### src/rtl/mips_pipe_pkg.sv
// Shared constants for the MIPS pipeline registers: reset PC, stage bundle layouts,
// and the elastic-stage state encoding.
package mips_pipe_pkg;

  localparam logic [31:0] PC_RESET = 32'h0040_0000;

  typedef enum logic [1:0] {
    ST_EMPTY = 2'd0,
    ST_ONE   = 2'd1,
    ST_TWO   = 2'd2
  } pipe_st_e;

  // IF/ID: {pc, instr, ctrl}
  localparam int IF_ID_W       = 65;
  localparam int IF_ID_CTRL_W  = 1;
  localparam int IF_ID_INSTR_LSB = 1;
  localparam int IF_ID_PC_LSB  = 33;

  // ID/EX: {pc, rs_val, rt_val, imm, rs_idx, rt_idx, rd, ctrl}
  localparam int ID_EX_W        = 155;
  localparam int ID_EX_CTRL_W   = 12;
  localparam int ID_EX_RD_LSB   = 12;
  localparam int ID_EX_RT_LSB   = 17;
  localparam int ID_EX_RS_LSB   = 22;
  localparam int ID_EX_IMM_LSB  = 27;
  localparam int ID_EX_RTV_LSB  = 59;
  localparam int ID_EX_RSV_LSB  = 91;
  localparam int ID_EX_PC_LSB   = 123;

  // EX/MEM: {pc, alu, wdata, rd, ctrl}
  localparam int EX_MEM_W      = 106;
  localparam int EX_MEM_CTRL_W = 5;
  localparam int EX_MEM_PC_LSB = 74;

  // MEM/WB: {alu, mem, rd, ctrl}
  localparam int MEM_WB_W      = 71;
  localparam int MEM_WB_CTRL_W = 2;

  function automatic logic [ID_EX_W-1:0] id_ex_reset_val();
    return {PC_RESET, {(ID_EX_W-32){1'b0}}};
  endfunction

endpackage

### src/rtl/pipe_sat_counter.sv
// Saturating up-counter, falling-edge clocked; holds at all-ones once reached.
module pipe_sat_counter #(
  parameter int CNT_W = 16
) (
  input  logic             clk,
  input  logic             reset,
  input  logic             inc_i,
  output logic [CNT_W-1:0] cnt_o,
  output logic             sat_o
);

  logic [CNT_W-1:0] cnt_q, cnt_d;

  assign sat_o = &cnt_q;
  assign cnt_d = (inc_i && !sat_o) ? cnt_q + CNT_W'(1) : cnt_q;
  assign cnt_o = cnt_q;

  always_ff @(negedge clk or negedge reset) begin
    if (!reset) cnt_q <= '0;
    else        cnt_q <= cnt_d;
  end

endmodule

### src/rtl/pipe_stage_elastic.sv
// Elastic pipeline register with 2-entry skid (or 1 entry), flush and bubble control-zeroing.
// Latency 1 edge; in_ready is registered with skid enabled, so a stall never loses or repeats data.
module pipe_stage_elastic
  import mips_pipe_pkg::*;
#(
  parameter int                DATA_W    = 155,
  parameter int                CTRL_W    = 12,
  parameter logic [DATA_W-1:0] RESET_VAL = '0,
  parameter bit                SKID_EN   = 1'b1,
  parameter int                CNT_W     = 16
) (
  input  logic              clk,
  input  logic              reset,
  input  logic              flush,
  input  logic              in_valid,
  output logic              in_ready,
  input  logic [DATA_W-1:0] in_data,
  output logic              out_valid,
  input  logic              out_ready,
  output logic [DATA_W-1:0] out_data,
  output logic [1:0]        occupancy,
  output logic [CNT_W-1:0]  stall_cnt
);

  pipe_st_e          state_q;
  logic [DATA_W-1:0] main_q, skid_q;
  logic              rdy_q, alive_q;
  logic              in_fire, out_fire, stall_inc, stall_sat;

  assign out_valid = (state_q != ST_EMPTY);
  // Without skid, a full stage can still accept on the edge its head leaves.
  assign in_ready  = SKID_EN ? rdy_q : (alive_q && ((state_q == ST_EMPTY) || out_ready));
  assign in_fire   = in_valid && in_ready;
  assign out_fire  = out_valid && out_ready;
  assign occupancy = (state_q == ST_TWO) ? 2'd2 : ((state_q == ST_ONE) ? 2'd1 : 2'd0);
  assign out_data  = {main_q[DATA_W-1:CTRL_W], out_valid ? main_q[CTRL_W-1:0] : {CTRL_W{1'b0}}};

  always_ff @(negedge clk or negedge reset) begin
    if (!reset) begin
      state_q <= ST_EMPTY;
      main_q  <= RESET_VAL;
      skid_q  <= RESET_VAL;
      rdy_q   <= 1'b0;
      alive_q <= 1'b0;
    end else begin
      alive_q <= 1'b1;
      if (flush) begin
        state_q <= ST_EMPTY;
        main_q  <= RESET_VAL;
        skid_q  <= RESET_VAL;
        rdy_q   <= 1'b1;
      end else begin
        case (state_q)
          ST_EMPTY: begin
            rdy_q <= 1'b1;
            if (in_fire) begin
              main_q  <= in_data;
              state_q <= ST_ONE;
            end
          end
          ST_ONE: begin
            rdy_q <= 1'b1;
            if (in_fire && out_fire) begin
              main_q <= in_data;
            end else if (in_fire && SKID_EN) begin
              skid_q  <= in_data;
              state_q <= ST_TWO;
              rdy_q   <= 1'b0;
            end else if (out_fire) begin
              state_q <= ST_EMPTY;
            end
          end
          ST_TWO: begin
            if (out_fire) begin
              main_q  <= skid_q;
              state_q <= ST_ONE;
              rdy_q   <= 1'b1;
            end
          end
          default: begin
            state_q <= ST_EMPTY;
            rdy_q   <= 1'b1;
          end
        endcase
      end
    end
  end

  assign stall_inc = out_valid && !out_ready && !flush && !stall_sat;

  pipe_sat_counter #(.CNT_W(CNT_W)) u_stall_cnt (
    .clk   (clk),
    .reset (reset),
    .inc_i (stall_inc),
    .cnt_o (stall_cnt),
    .sat_o (stall_sat)
  );

endmodule

### config.mk
export PLATFORM = sky130hd
export DESIGN_NAME = pipe_stage_elastic
export DESIGN_NICKNAME = d
export VERILOG_FILES = /design/src/rtl/mips_pipe_pkg.sv /design/src/rtl/pipe_sat_counter.sv /design/src/rtl/pipe_stage_elastic.sv
export SDC_FILE = /design/constraint.sdc
export NUM_CORES = 1
export LEC_CHECK = 0
export ABC_AREA = 0
export CAP_MARGIN = 40
export CORE_ASPECT_RATIO = 0.8
export CORE_MARGIN = 2
export CORE_UTILIZATION = 52
export CTS_BUF_LIST = sky130_fd_sc_hd__clkbuf_8
export DETAILED_ROUTE_END_ITERATION = 16
export PLACE_DENSITY_LB_ADDON = 0.12
export SLEW_MARGIN = 30
export SYNTH_ARGS = -nofsm -noshare
export SYNTH_HDL_FRONTEND = slang
export SYNTH_SLANG_ARGS = --single-unit
### constraint.sdc
create_clock -name clk -period 5.4 [get_ports clk]
set_clock_uncertainty 0.2 [all_clocks]
set_input_delay 1.08 -clock clk [delete_from_list [all_inputs] [get_ports clk]]
set_output_delay 1.08 -clock clk [all_outputs]
set_load 0.02 [all_outputs]
; After elaboration in Yosys (flattened, before gate mapping)
; Cells that the tools add are included.
[totals]
ff_bits = 329
latchBits = 0
mem_bits_ro = 0
elab_cells = 56
input_bits = 160
mem_bits_rw = 0
memories = 0
[classes]
add_sub_neg = 1
n_reduce_logical = 19
div = 0
mul = 0
n_shift = 0
n_mux = 23
n_lt_le_gt_ge = 0
n_eq_ne = 8
bitwise = 0
[ops]
columns = operator, n
row1 = two-way mux 155 bit, 7
row2 = one-hot mux 155 bit (3 select lines), 1
row3 = adder 16 x 1 -> 16 bit (second input constant), 1
row4 = AND reduction 16 bit, 1
row5 = two-way mux 2 bit, 7
row6 = two-way mux 12 bit, 1
row7 = != test 3 bit (second input constant), 3
row8 = AND reduction 4 bit, 2
row9 = logical AND 1 bit, 7
row10 = one-hot mux 2 bit (3 select lines), 1
row11 = nonzero test 2 bit, 3
row12 = two-way mux 1 bit, 5
row13 = != test 4 bit (second input constant), 1
row14 = nonzero test 4 bit, 1
row15 = logical NOT 1 bit, 3
row16 = != test 3 x 2 -> 1 bit (second input constant), 1
row17 = AND reduction 3 bit, 1
row18 = == test 2 x 1 -> 1 bit (second input constant), 1
row19 = == test 2 bit (second input constant), 1
row20 = logical NOT 2 bit, 1
row21 = != test 2 bit (second input constant), 1
row22 = one-hot mux 1 bit (2 select lines), 1

; Logic depth before layout (Yosys ltp)
[logic_depth]
depth_word = 7
mapped_depth = 7

; Hierarchy
; Synthesis repeated with hierarchy kept, for this count alone.
[unflattened]
hier_cells = 1285
area_unflattened_um2 = 15955.3
[by_module_without_submodules]
columns = module, n_inst, cells_per_inst, area_each_um2
row1 = pipe_stage_elastic, 1, 1214, 15139.5
row2 = pipe_sat_counter, 1, 71, 815.8

==> impl_metrics.toml <==
[cts]
clockBufferDepth = 3
cts_tree = "built"
clk_pin_slew_ns = 0.04
clock-root-buffer = "clkbuf_8"
insertion_delay_ns = 0.54
cts_buffers = 52
clock-sinks = 329
holdBufCountCts = 0
cts_max_level = 2

[worst_hold_path]
holdPathStages = 2
hold_end = "main_q[45]$_DFFE_NN0P_"
hp-start = "main_q[45]$_DFFE_NN0P_"
hp-class = "reg2reg"

[yosys]
synth_cell_types = 34
ys_seq_elements = 329
synth_fp_nets = 1447
synthTopCellsByArea = "dfrtn_1 55%, mux2i_1 10%, a22o_1 9.0%"
post-synth-top-area-cell = "dfrtn_1"
syn_area_um2 = 15100
postSynthCellCount = 1286
syn_avg_cell_area_um2 = 11.7
ys_seq_area_frac = 0.547
yosys_warnings = 0
yosysTopAreaCellShare = 0.547

[placed_design]
gp_congestion = 0.811
dp_hpwl_um = 25100
numPortBuffers = 334
dpl-instance-area_um2 = 18200

[outcome]
status = "finished with violations"
violations = "negative setup slack"

[sta]
hold_viol = 0
finalSetupViolations = 14
tightest_slew_ns = 0.860
fin_hold_ws_ns = 0.217
fin_ws_ns = -0.169
final_max_slew_viol_count = 0
maxSlewHeadroom = 0.427
rsz0062_at_grt = "yes"

[route]
drtIter0Drc = 720
ant_nets = 0
detail_route.wl_per_cell_um = 20.2
post-route-drc-count = 0
routed_wl_um = 39000
vias = 10900
first_pass_iters = 5
via_per_inst = 5.67

[grt]
grt_pass1_vias = 11000
gr-total-overflow = 0
grt_max_degree = 83
grt_pass1_wl_um = 61200
antenna_found_initial = 6
track_usage = 0.251

[cells_and_area]
final_area_um2 = 19300
multiInputGateArea_um2 = 5340
drive_above_1_share = 0.129
nets = 1683
fillers = 2221
seq_area_um2 = 8230
areaGrowthSynthToFinish_pct = 28.1

[setup_path]
timing.rr.end = "main_q[94]$_DFFE_NN0P_"
start_kind = "flop"
path_class = "reg2out"
worstPathCellList = "buf_6, nor2_4, buf_6, nor2b_1, buf_4"
arrival_ns = 4.29
cpMostUsedCell = "buf_6"
cpPeakStageDelay_ns = 0.46
crit_fanout = 5
r2r-start = "state_q[1]$_DFFE_NN0P_"
crit_required_ns = 4.12
cp-end-kind = "primary output"
crit_path_top_delay_cell = "dfrtn_1"
r2r_cells = 8
r2r_slack_ns = 2.37

[floorplanning]
ios = 335
rows = 55
dieWidth_um = 194
die_area_um2 = 30300
coreArea_um2 = 28400
start_util = 0.531
die_y_um = 156

[pwr]
p_leak_uw = 0.00896
p_per_area_nw_per_um2 = 300
ir_drop_v = 0.000212

[run]
drv_cap = 0
layout make-up:
type | count | area share
inverters | 4 | 0.000779
well taps | 370 | 0.0240
clock buffers | 68 | 0.0485
diodes | 4 | 0.000519
repair buffers | 429 | 0.218
flip-flops and latches | 329 | 0.427
clock inverters | 20 | 0.00415
multi-input cells | 706 | 0.277
state kept, by name, summed over array words and instances, names as in the netlist:
signal and count:
in_ready 1, main_q 155, skid_q 155, state_q 2
u_stall_cnt.cnt_o 16
cells by family after synthesis:
logic type                 after synthesis  synth area share
DFF                                    329             0.547
adders and majority gates                1          0.000831
buffers and inverters                  252             0.105
AOI/OAI and AO/OA                      316             0.171
muxes                                  158             0.105
xor gates and xnor gates                14           0.00814
and+or+nand+nor                        216            0.0634
Yosys cell counts:
cell	instances
dfrtn_1	329
nand2_1	161
mux2i_1	156
a22o_1	155
o31ai_1	155
buf_4	149
buf_2	64
clkbuf_1	35
xor2_1	14
nor2b_1	12
nor3_1	7
nand3_1	6
nor2_1	6
nor4_1	6
inv_1	4
nand4_1	4
nand2b_1	3
and2_1	2
and4_1	2
mux2_2	2
a21o_1	1
a2bb2oi_1	1
a311oi_2	1
a31oi_1	1
and3b_1	1
ha_1	1
nor2_2	1
nor3b_1	1
nor4_2	1
nor4_4	1
nor4b_1	1
o21ai_0	1
o21ai_1	1
or4_4	1
how the worst max path moves through the flow:
stage | startpoint | end | slack (ns) | cells after the start
6_report | state_q[0]$_DFFE_NN0P_ | out_data[8] | -0.17 | 5
5_1_grt | state_q[0]$_DFFE_NN0P_ | out_data[8] | -0.22 | 5
4_1_cts | state_q[0]$_DFFE_NN0P_ | out_data[5] | -0.15 | 5
3_5_place_dp | out_ready | main_q[57]$_DFFE_NN0P_ | -0.45 | 6
3_3_place_gp | out_ready | main_q[60]$_DFFE_NN0P_ | -0.40 | 6
2_1_floorplan | flush | u_stall_cnt.cnt_o[12]$_DFFE_NN0P_ | 0.01 | 4
power breakdown:
| group | total (uW) | switching, uW | internal (uW) |
|---|---|---|---|
| Combinational | 968 | 539 | 429 |
| Clock | 2080 | 966 | 1110 |
| Sequential | 2740 | 99.3 | 2640 |
cell usage in the layout, fill, tap and decap left out, types with 6 or more instances in the layout:
cell	netlist	routed
dfrtn_1	329	329
nand2_1	161	161
clkdlybuf4s50_1	0	157
mux2i_1	156	156
dlygate4sd2_1	0	156
o31ai_1	155	155
a22o_1	155	155
clkbuf_8	0	68
buf_4	149	68
inv_1	4	21
buf_6	0	21
buf_12	0	17
xor2_1	14	14
nor3_1	7	7
nor2b_1	12	6
nand3_1	6	6
nor4_1	6	6
per-stage QoR:
step           setup slack, ns   util  total power (uW)  cells  TNS, ns
2_1_floorplan           0.0125      -              3350   1286        0
3_3_place_gp            -0.405  0.641              3780   1825  -116.43
3_5_place_dp            -0.447  0.643              3800   1826  -123.17
4_1_cts                 -0.149  0.675              5820   1924    -1.69
5_1_grt                 -0.224  0.680              6040   1928    -2.36
6_report                -0.169  0.680              5790   1930    -1.58
critical path: cells and delay by family, from the launching register on:
| kind | cells | cell delay, ns |
|---|---|---|
| and+or+nand+nor | 2 | 0.17 |
| buffers and inverters | 3 | 0.44 |
| DFF | 1 | 0.46 |
repair_timing:
action | in CTS | in global routing
gates cloned | 1 | 2
setup buffers | 9 | 1
pin swaps | 3 | 2
resized for setup | 254 | 27
setup endpoints to repair | 175 | 33
per-layer routing:
metal / vias to the layer above / track usage / routed length, um
li1: 5018 / - / -
met1: 5459 / 0.356 / 17400
met5: - / 0 / 24
met2: 389 / 0.381 / 17500
met4: 4 / 0.0783 / 1150
met3: 72 / 0.0651 / 2950
(Power assumes the default switching activity.)
